### config.mk
export PLATFORM = sky130hd
export DESIGN_NAME = cmp_slice_accumulator
export DESIGN_NICKNAME = d
export VERILOG_FILES = /design/src/rtl/cmp_slice_accumulator.sv
export SDC_FILE = /design/constraint.sdc
export NUM_CORES = 1
export LEC_CHECK = 0
export CAP_MARGIN = 20
export CORE_MARGIN = 3
export CORE_UTILIZATION = 45
export DETAILED_ROUTE_END_ITERATION = 10
export PLACE_DENSITY = 0.79
export SLEW_MARGIN = 10
export SYNTH_ARGS = -nofsm -noshare
export SYNTH_HDL_FRONTEND = slang
export SYNTH_SLANG_ARGS = --single-unit
### constraint.sdc
create_clock -name clk -period 3.4 [get_ports clk]
set_input_delay 0.51 -clock clk [delete_from_list [all_inputs] [get_ports clk]]
set_output_delay 0.51 -clock clk [all_outputs]
set_load 0.01 [all_outputs]
### src/rtl/cmp_slice_accumulator.sv
// cmp_slice_accumulator
// Consumes one {gt,lt,eq} slice relation per accepted beat, most-significant
// slice first, and reports the relation of the full-width operands. The
// first non-equal slice decides; later slices are consumed but ignored.
// Optional feature: define CMP_ACC_ERR_EN to flag illegal (non one-hot)
// slice codes on err and force y_out to 000 for the affected word.
module cmp_slice_accumulator #(
    parameter int NSLICES = 4
) (
    input  logic       clk,
    input  logic       rst_n,
    input  logic       start,
    input  logic       in_valid,
    output logic       in_ready,
    input  logic [2:0] y_in,
    output logic       out_valid,
    input  logic       out_ready,
    output logic [2:0] y_out,
    output logic       busy,
    output logic       err
);

    localparam int              CW       = (NSLICES > 1) ? $clog2(NSLICES) : 1;
    localparam logic [CW-1:0]   CNT_LAST = CW'(NSLICES - 1);
    localparam logic [2:0]      REL_EQ   = 3'b001;
    localparam logic [2:0]      REL_LT   = 3'b010;
    localparam logic [2:0]      REL_GT   = 3'b100;

    typedef enum logic [1:0] {
        IDLE = 2'd0,
        ACC  = 2'd1,
        HOLD = 2'd2
    } state_t;

    state_t        state;
    state_t        state_nxt;
    logic [CW-1:0] cnt;
    logic [2:0]    res;
    logic          decided;
    logic [2:0]    res_nxt;
    logic          decided_nxt;
    logic          accept;
    logic          clear;
    logic          last;
    logic [2:0]    slice_rel;
    logic          slice_ok;
    logic          word_err;

    // Priority decode of a slice code: gt wins over lt, anything else is eq.
    function automatic logic [2:0] decode_slice(input logic [2:0] y);
        if (y[2])
            return REL_GT;
        else if (y[1])
            return REL_LT;
        else
            return REL_EQ;
    endfunction

`ifdef CMP_ACC_ERR_EN
    // A slice code is legal only when it is exactly one-hot.
    function automatic logic slice_legal(input logic [2:0] y);
        return (y == REL_EQ) || (y == REL_LT) || (y == REL_GT);
    endfunction

    logic err_q;

    assign slice_ok  = slice_legal(y_in);
    assign slice_rel = y_in;
    assign word_err  = err_q | ~slice_ok;
    assign err       = err_q;

    // Sticky illegal-code flag, cleared when a new word begins.
    always_ff @(posedge clk or negedge rst_n) begin
        if (!rst_n)
            err_q <= 1'b0;
        else if (clear)
            err_q <= 1'b0;
        else if (accept && !slice_ok)
            err_q <= 1'b1;
    end
`else
    assign slice_ok  = 1'b1;
    assign slice_rel = decode_slice(y_in);
    assign word_err  = 1'b0;
    assign err       = 1'b0;
`endif

    assign accept = in_valid && in_ready;
    assign last   = (cnt == CNT_LAST);
    // A new word starts from IDLE, or straight out of HOLD on a handshake.
    assign clear  = start && ((state == IDLE) || ((state == HOLD) && out_ready));

    // Result including the slice currently presented; only the first
    // non-equal legal slice of a word can change it.
    always_comb begin
        res_nxt     = res;
        decided_nxt = decided;
        if (!decided && slice_ok && (slice_rel != REL_EQ)) begin
            res_nxt     = slice_rel;
            decided_nxt = 1'b1;
        end
    end

    // State register.
    always_ff @(posedge clk or negedge rst_n) begin
        if (!rst_n)
            state <= IDLE;
        else
            state <= state_nxt;
    end

    // Next-state and handshake outputs, all decoded from registered state.
    always_comb begin
        state_nxt = state;
        in_ready  = 1'b0;
        out_valid = 1'b0;
        busy      = 1'b0;
        case (state)
            IDLE: begin
                if (start)
                    state_nxt = ACC;
            end
            ACC: begin
                in_ready = 1'b1;
                busy     = 1'b1;
                if (in_valid && last)
                    state_nxt = HOLD;
            end
            HOLD: begin
                out_valid = 1'b1;
                busy      = 1'b1;
                if (out_ready)
                    state_nxt = start ? ACC : IDLE;
            end
            default: state_nxt = IDLE;
        endcase
    end

    // Word accumulation: beat counter, running result and decided flag.
    always_ff @(posedge clk or negedge rst_n) begin
        if (!rst_n) begin
            cnt     <= '0;
            res     <= REL_EQ;
            decided <= 1'b0;
        end else if (clear) begin
            cnt     <= '0;
            res     <= REL_EQ;
            decided <= 1'b0;
        end else if (accept) begin
            cnt     <= last ? '0 : cnt + 1'b1;
            res     <= res_nxt;
            decided <= decided_nxt;
        end
    end

    // Final relation, loaded only on the last accept of a word.
    always_ff @(posedge clk or negedge rst_n) begin
        if (!rst_n)
            y_out <= 3'b000;
        else if (accept && last)
            y_out <= word_err ? 3'b000 : res_nxt;
    end

endmodule

[After elaboration in Yosys (flattened, before gate mapping)]
Index checks and enable logic that the tools add are counted.
Storage, ports and cells
  bits of input ports: 8
  word-level logic and storage cells: 46
  bits in registers: 11
  output and inout port bits: 7
Cells by class
  eq/ne operators: 7
  $add $sub $neg: 1
  reduce and logical (&&, ||, !) cells: 14
  muxes and demuxes: 19
Operator list (count)
  $mux 2: 7
  $mux 3: 4
  $mux 1: 7
  $logic_and 1x1->1: 6
  $ne 2x2->1 const B: 3
  $pmux 2 s3: 1
  $eq 2x2->1 const B: 2
  $reduce_bool 2->1: 2
  $ne 3x1->1 const B: 1
  $reduce_and 3->1: 1
  $add 2x1->2 const B: 1
  $eq 2x1->1 const B: 1
  $logic_not 2->1: 1
  $reduce_and 2->1: 1
  $reduce_or 2->1: 1
  $logic_not 1->1: 1
  $logic_or 1x1->1: 1

[Depth between registers and ports, before layout]
  depth in word-level cells: 7
  gate-level depth with buffers: 5
  mapped depth without buffers: 5

[Worst setup path before layout]
Ideal clock, no wire load.
  kind: register to register
  from: register state[0]
  to: register state[0]
  arrival time: 1.499 ns
  buffers on the path: 0
  path slack: 1.777 ns
  library setup time: 0.125 ns
  data required time: 3.275 ns
  period minus slack after synthesis: 1.623 ns
  cell stages (with the launch flop): 5
  cell sequence: dfrtp_1 inv_1 ha_1 a222oi_1 mux2_2
Between the ends
  longest elaborated chain between the ends: 3
  elaborated cells on any way between the ends: 8
  classes of those cells: eq/ne (5); mux (1); reduce/logical (2)
RTL lines
  start: declaration: RTL line 35  | state_t state;
  start signal: assignment: RTL line 109  | state <= state_nxt;
  $eq 2x1->1 (tied with other cells): RTL line 118  | case (state)
  $ne 2x2->1 (no source line)
  $reduce_and 3->1 (no source line)
Several ways; a longest one is shown, not always the timed one.
A chain may end at the register's enable or synchronous reset.

[Worst setup path after layout]
  from: register state[1]
  to: output port in_ready
Between the ends
  longest elaborated chain between the ends: 2
RTL lines
  $eq 2x1->1: RTL line 118
  $mux 1: RTL line 118
  end: declaration: RTL line 14  | output logic in_ready,
Every way passes these cells.

==> run_results.csv <==
group,metric,value,unit
outcome,status,"finished, final reports clean",
global_routing,antenna_found_initial,0,
global_routing,grt_overflow,0,
layout,layout_common_cells,"clkdlybuf4s50_1, dfrtp_1, nand2_1",
clocking,cts_tree,"built",
route,drt-pass1-iter-count,4,
logic_synthesis,syn-cell-area,598,µm²
die,rows,12,
sta,rsz0062_at_grt,"no",
setup_path,cp_cell_sequence,"inv_1 -> ha_1 -> clkdlybuf4s50_1",
global_routing,grt_usage,0.135,
clocking,cts_max_path_buffers,2,
layout,final_common_cell,"clkdlybuf4s50_1",
die,initial_core_util,0.511,
power_and_ir_drop,p_leak,0.359,nW
clocking,postCtsSetupRepairBufs,0,
die,dieArea,0.00180,mm²
setup_path,critical_path.slowest_cell,"clkdlybuf4s50_1",
route,wl_per_cell,12.0,µm
global_routing,grt_first_pass_wirelength,1.71,mm
placement,gp_congestion,0.814,
clocking,clkLatencyLatePin,0.27,ns
setup_path,regToRegSetupSlack,1.70,ns
power_and_ir_drop,worst_ir_drop_vdd,0.528,mV
sta,setup_viol,0,
setup_path,required,2.89,ns
layout,fillers,102,
setup_path,path_max_fanout,7,
layout,final_util,0.644,
logic_synthesis,synth_area_per_cell,9.65,µm²
clocking,cts-htree-levels,1,
setup_path,cp-end-kind,"primary output",
power_and_ir_drop,finalPower,0.606,mW
setup_path,start_kind,"register",
sta,fmax,465,MHz
clocking,root_buffer,"clkbuf_4",
sta,hold_violations,0,
sta,fin_tns_setup,0,ns
logic_synthesis,ys_ff_latch,11,
logic_synthesis,ys_warn_count,0,
sta,fin_ws,1.25,ns
global_routing,grt_pass1_vias,403,
placement,port_buffers,12,
clocking,cts-resized-gates,0,
min_path,hp-class,"reg2reg",
sta,slew_viol_final,0,
sta,period_minus_slack,2.15,ns
global_routing,use_met2,0.185,
logic_synthesis,synth_fp_nets,76,
sta,hold_ws,0.481,ns
min_path,hp-start,"y_out[1]",
logic_synthesis,ys_types,21,
route,antenna_left,0,
global_routing,gr-max-usage-layer,"met2",
clocking,cts_buffers,3,
setup_path,worstReg2RegStart,"state[0]",
power_and_ir_drop,p_per_area,804,mW/mm²
logic_synthesis,ys_seq_area_frac,0.462,
global_routing,met3_usage,0.0815,
job,maxCapViolations,0,
clocking,clkTransAtPathRegs,0.07,ns
route,drc,0,
die,core_area,0.00117,mm²
layout,syn2layout_area_growth,26.2,%
global_routing,grt_use_met1,0.161,
route,via_count,464,
route,drt_iter0_markers,15,
sta,fin_crit_sh,0.632,
die,pin_count,15,
die,die_y,42.5,µm
route,routed_wl,1.09,mm
sta,clock-skew-final,0.00453,ns
die,die_w,42.5,µm
layout,antenna_cells,0,
global_routing,grt_max_degree,12,
setup_path,critPathArrivalTime,1.64,ns
placement,pre_cts_slack,1.30,ns
clocking,holdBufCountCts,0,
setup_path,crit_type,"reg2out",
layout,drive_gt1_frac,0.104,
route,via_per_inst,5.10,
layout,layout.nets,92,
clocking,cts.sink_count,11,
setup_path,cp_slowest_stage_delay,0.58,ns
logic_synthesis,synthCells,62,
setup_path,worstSetupStartpoint,"state[1]",
## final timing paths
path,endpoint,cells after the start
setup / recovery,in_ready,3
hold / removal,y_out[1],1
setup reg to reg,state[1],4
hold reg to reg,y_out[1],1
max in group asynchronous,res[0],1
min in group asynchronous,y_out[1],1
## per-stage QoR
stage,cell area [µm²],instances
2_1_floorplan,598,62
3_3_place_gp,728,87
3_5_place_dp,728,87
4_1_cts,754,91
5_1_grt,754,91
6_report,754,91
## cell families (layout without fill, tap and decap cells)
group | count (synthesis) | in the layout | synth area share
buffers and inverters | 6 | 21 | 0.0439
DFF | 11 | 11 | 0.462
and+or+nand+nor | 19 | 19 | 0.146
other | 1 | 1 | 0.00627
muxes | 3 | 3 | 0.0544
adders and majority gates | 6 | 6 | 0.126
AOI/OAI and AO/OA | 16 | 16 | 0.161
## flip-flops by register name, summed over array words and instances, names as in the netlist
| register | cells |
|---|---|
| res | 3 |
| y_out | 3 |
| cnt | 2 |
| state | 2 |
| decided | 1 |
## cell usage after synthesis, drive strengths merged
master  count  area [µm²]
and3b       1        10.0
a21o        2        15.0
nand2b      1        6.26
or2         1        6.26
a211oi      2        15.0
inv         5        18.8
a21oi       6        30.0
nor2        6        22.5
mux2i       1        10.0
dfrtp      10         250
dfstp       1        26.3
buf         1        7.51
ha          6        75.1
mux2        2        22.5
nand3       2        10.0
a222oi      1        10.0
a31oi       1        6.26
nor2b       1        6.26
conb        1        3.75
o21ai       4        20.0
nand2       7        26.3
## worst max-delay path, delay by kind of cell (launching register included)
family | cells | cell delay (ns)
flops | 1 | 0.41
fa+ha+maj | 1 | 0.28
buf+inv | 2 | 0.69
## final cells by class
class                           instances  area (µm²)  share of cell area
Inverter                                5        18.8              0.0249
Clock buffer                            4        26.3              0.0348
Tap cell                               14        17.5              0.0232
Timing Repair Buffer                   12         120               0.159
Sequential cell                        11         277               0.367
Multi-Input combinational cell         45         295               0.391
## power by group
group | total [mW] | leakage [nW] | internal [mW] | switching, mW
Combinational | 0.289 | 0.201 | 0.155 | 0.134
Sequential | 0.228 | 0.143 | 0.189 | 0.0388
Clock | 0.0893 | 0.0150 | 0.0455 | 0.0438
Total | 0.606 | 0.359 | 0.390 | 0.216
## routing by layer
metal,vias up,wire length [µm]
li1,238,-
met3,4,72
met4,0,24
met5,-,0
met2,15,508
met1,207,485
No activity file was read; power rests on OpenSTA's default activity.
